`src/rtl/decodificador_teclado.sv`:
```
// BCD digit -> timed one-hot keypad press (hold, then release gap), valid/ready input.
// Optional macro DECOD_ERRO_EN adds the erro port, pulsed for one cycle when a code 10..15 is accepted.
module decodificador_teclado #(
    parameter int PRESS_CYCLES = 4,
    parameter int GAP_CYCLES   = 2,
    parameter int CNT_W        = 8
) (
    input  logic       clk,
    input  logic       reset,
    input  logic       enablen,
    input  logic [3:0] BCD,
    input  logic       valido,
    output logic       pronto,
    output logic [9:0] keypad,
    output logic       ocupado
`ifdef DECOD_ERRO_EN
    ,
    output logic       erro
`endif
);

    typedef enum logic [1:0] {OCIOSO, PRESSIONA, SOLTA} estado_t;

    estado_t          state_q;
    logic [CNT_W-1:0] cnt_q;
    logic [9:0]       keypad_q;
    logic             pronto_q;
    logic             ocupado_q;
`ifdef DECOD_ERRO_EN
    logic             erro_q;
`endif

    always_ff @(posedge clk) begin
        if (reset) begin
            state_q   <= OCIOSO;
            cnt_q     <= '0;
            keypad_q  <= '0;
            pronto_q  <= 1'b1;
            ocupado_q <= 1'b0;
`ifdef DECOD_ERRO_EN
            erro_q    <= 1'b0;
`endif
        end else begin
`ifdef DECOD_ERRO_EN
            erro_q <= 1'b0;
`endif
            case (state_q)
                OCIOSO: begin
                    // Codes 10..15 are consumed with the same handshake but never pressed.
                    if (valido && !enablen) begin
                        if (BCD <= 4'd9) begin
                            state_q   <= PRESSIONA;
                            keypad_q  <= 10'(1) << BCD;
                            cnt_q     <= CNT_W'(PRESS_CYCLES - 1);
                            pronto_q  <= 1'b0;
                            ocupado_q <= 1'b1;
                        end else begin
`ifdef DECOD_ERRO_EN
                            erro_q <= 1'b1;
`endif
                        end
                    end
                end
                PRESSIONA: begin
                    if (cnt_q == '0) begin
                        state_q  <= SOLTA;
                        keypad_q <= '0;
                        cnt_q    <= CNT_W'(GAP_CYCLES - 1);
                    end else begin
                        cnt_q <= cnt_q - 1'b1;
                    end
                end
                SOLTA: begin
                    if (cnt_q == '0) begin
                        state_q   <= OCIOSO;
                        pronto_q  <= 1'b1;
                        ocupado_q <= 1'b0;
                    end else begin
                        cnt_q <= cnt_q - 1'b1;
                    end
                end
                default: begin
                    state_q   <= OCIOSO;
                    keypad_q  <= '0;
                    pronto_q  <= 1'b1;
                    ocupado_q <= 1'b0;
                end
            endcase
        end
    end

    assign keypad  = keypad_q;
    assign pronto  = pronto_q;
    assign ocupado = ocupado_q;
`ifdef DECOD_ERRO_EN
    assign erro    = erro_q;
`endif

endmodule

```
`config.mk`:
```
export PLATFORM = sky130hd
export DESIGN_NAME = decodificador_teclado
export DESIGN_NICKNAME = d
export VERILOG_FILES = /design/src/rtl/decodificador_teclado.sv
export SDC_FILE = /design/constraint.sdc
export NUM_CORES = 1
export LEC_CHECK = 0
export CAP_MARGIN = 20
export CORE_AREA = 3 3 56 58
export DETAILED_ROUTE_END_ITERATION = 10
export DIE_AREA = 0 0 59 61
export PLACE_DENSITY = 0.66
export SETUP_SLACK_MARGIN = 0.15
export SYNTH_ARGS = -nofsm -noshare
export SYNTH_HDL_FRONTEND = slang
export SYNTH_SLANG_ARGS = --single-unit
```
`constraint.sdc`:
```
create_clock -name clk -period 2.8 [get_ports clk]
set_input_delay 0.28 -clock clk [delete_from_list [all_inputs] [get_ports clk]]
set_output_delay 0.28 -clock clk [all_outputs]
set_load 0.01 [all_outputs]
```
==> metrics.txt <==
clock skew 0.00908 ns; core area 0.00271 mm2; CTS root buffer clkbuf_4; max incr delay on CP 0.63 ns; Hold Crit Start keypad[5]; diode count 0; CP max FO 9; cells after synthesis 142; Async S/R FF share, synth 0%; most frequent cells in the layout 22 x dfxtp_1, 19 x clkdlybuf4s50_1, 15 x a21oi_1; crit path DAT 2.53 ns; Rel. slew slack 57.6%; cts hold-fix bufs 0; Top FF cell, synth dfxtp_1; Cell variety after synth 39; clk_lat worst skew 0.30 ns; P&R area growth vs syn 23.2%; Setup crit end kind register; Buf/Inv on CP 1; gr usage total 16.0%; Cell Pwr Density 600 mW/mm2; commonest non-fill, non-tap cell in the layout dfxtp_1; CTS clk-pin slew, worst paths 0.13 ns; # setup viols final 0; pin count of the biggest net entering global routing 19; share of cells above drive strength 1 9.88%; H-tree Lvls 1; FF+latch count, synth 22; outcome finished clean; gr ovfl total 0; initial antenna violation count 0; Crit path required time 3.00 ns; fin. max-slew vios 0; Max-Cap Viols 0; die area 0.00360 mm2; CP Cell Sequence inv_1, ha_1, or4b_2, o221ai_1, nor3_1, o21ai_0, o31ai_1; final net count 177; I/O Pins 20; critical path type reg2reg; First DRT Iteration DRCs 59; Yosys Warn Count 0; vias in the first global route 1,097; crit share post-route 83.2%; post-DP HPWL 1.91 mm; Hold Vio Cnt, Final 0; Seq/Total Area, Yosys 37.4%; Sinks on Clock Net 22; Post-Syn Area 0.00118 mm2; Avg Inst Size Synth 8.30 um2; die height 61 um; Routability Congestion 0.867; first-pass GRT wire length 4.53 mm; Final Non-Filler Cells 193; CTS tree done; worst setup path start state_q[0]; post-detailed-route via-to-cell ratio 5.80; port bufs 19; RSZ-0062 raised after global routing false; DRC viols 0; WL per Instance 13.5 um; Row Count 19; width of the die 59 um; placed insts 189; post-CTS setup buffer count 0; FILL cells 267; EDFF count, synth 0; final setup TNS 0 ns; final hold slack 0.462 ns; Worst setup SP type register; CP top delay family simple AND/OR/NAND/NOR gates; worst-margin pin slew 0.629 ns; Post-Route Utilization 53.6%; Post-Syn Nets 156; CTS Buffer Depth 2; Leak 0.525 nW; DR vias 1,120; Initial Util 43.5%; drt first pass iters 4; Post-CTS Resized 0; worst reg2reg startpoint state_q[0]; Peak VDD IR 0.388 mV; post-route minimum period 2.33 ns; crit path max-delay cell type or4b_2; CTS buffer count 3; fmax 429 MHz; Routed Antenna Nets 0; Worst Hold Class reg2reg; WL final 2.61 mm
power breakdown:
| group | switching, mW | internal (mW) |
|---|---|---|
| Sequential | 0.0172 | 0.334 |
| Clock | 0.0947 | 0.145 |
| Combinational | 0.165 | 0.116 |
| Total | 0.276 | 0.595 |
registers in the layout, indices dropped and copies added (netlist names):
signal   count
keypad      10
pronto       1
state_q      2
cnt_q        8
ocupado      1
layer usage:
layer / vias up / track usage, % / share of wire (%)
met3: 4 / 2.98 / 5.9
met2: 34 / 29.2 / 49
li1: 564 / - / -
met4: 0 / 8.09 / 1.1
met5: - / 0 / 0
met1: 518 / 17.8 / 44
cells in the mapped netlist, types with 2 or more instances:
library cell   n  area share, %
dfxtp_1       22             37
a21oi_1       15            6.4
nor2_1        13            4.1
o21ai_0       13            5.5
nand2_1       10            3.2
inv_1          7            2.2
ha_1           6            6.4
nand3_1        6            2.5
clkbuf_1       5            1.6
nand4_1        5            2.7
nor3_1         5            2.1
a211oi_1       3            1.9
a31oi_1        2            1.1
mux2i_1        2            1.7
nor3b_1        2            1.3
o21a_1         2            1.3
o41ai_1        2            1.5
worst min-delay path, delay by kind of cell, from the launching register on:
| family | cells | cell delay [ns] |
|---|---|---|
| AO/OA/AOI/OAI | 1 | 0.05 |
| AND/OR/NAND/NOR | 1 | 0.05 |
| flip-flops | 1 | 0.33 |
cells by family (layout without fill, tap and decap cells):
| logic type | Yosys count | after routing | synth area share (%) |
|---|---|---|---|
| buffers and inverters | 14 | 34 | 5.10 |
| AND/OR/NAND/NOR | 50 | 50 | 23.6 |
| flip-flops | 22 | 22 | 37.4 |
| multiplexers | 2 | 2 | 1.70 |
| adder cells (fa/ha/maj) | 6 | 6 | 6.37 |
| AO/OA/AOI/OAI | 48 | 48 | 25.9 |
cell type report:
cell class / instances / area [um2] / share of cell area [%]
timing repair buffer: 22 / 213 / 14.6
sequential: 22 / 440 / 30.3
tap: 31 / 38.8 / 2.67
clock inverter: 1 / 30.0 / 2.07
multi-input combinational: 106 / 678 / 46.7
clock buffer: 3 / 22.5 / 1.55
inverter: 8 / 30.0 / 2.07
metrics by stage:
| step | instance area, um2 | total power [mW] | setup WS [ns] |
|---|---|---|---|
| 6_report | 1450 | 0.872 | 0.469 |
| 4_1_cts | 1450 | 0.875 | 0.467 |
| 3_5_place_dp | 1400 | 0.634 | 0.460 |
| 2_1_floorplan | 1180 | 0.555 | 0.623 |
| 5_1_grt | 1450 | 0.928 | 0.175 |
| 3_3_place_gp | 1400 | 0.628 | 0.501 |
worst paths after layout:
kind | end | slack [ns] | cells after the start
min | keypad[5] | 0.46 | 2
min reg2reg | keypad[5] | 0.46 | 2
max | cnt_q[3] | 0.47 | 7
max reg2reg | cnt_q[3] | 0.47 | 7
(Power assumes the default switching activity.)
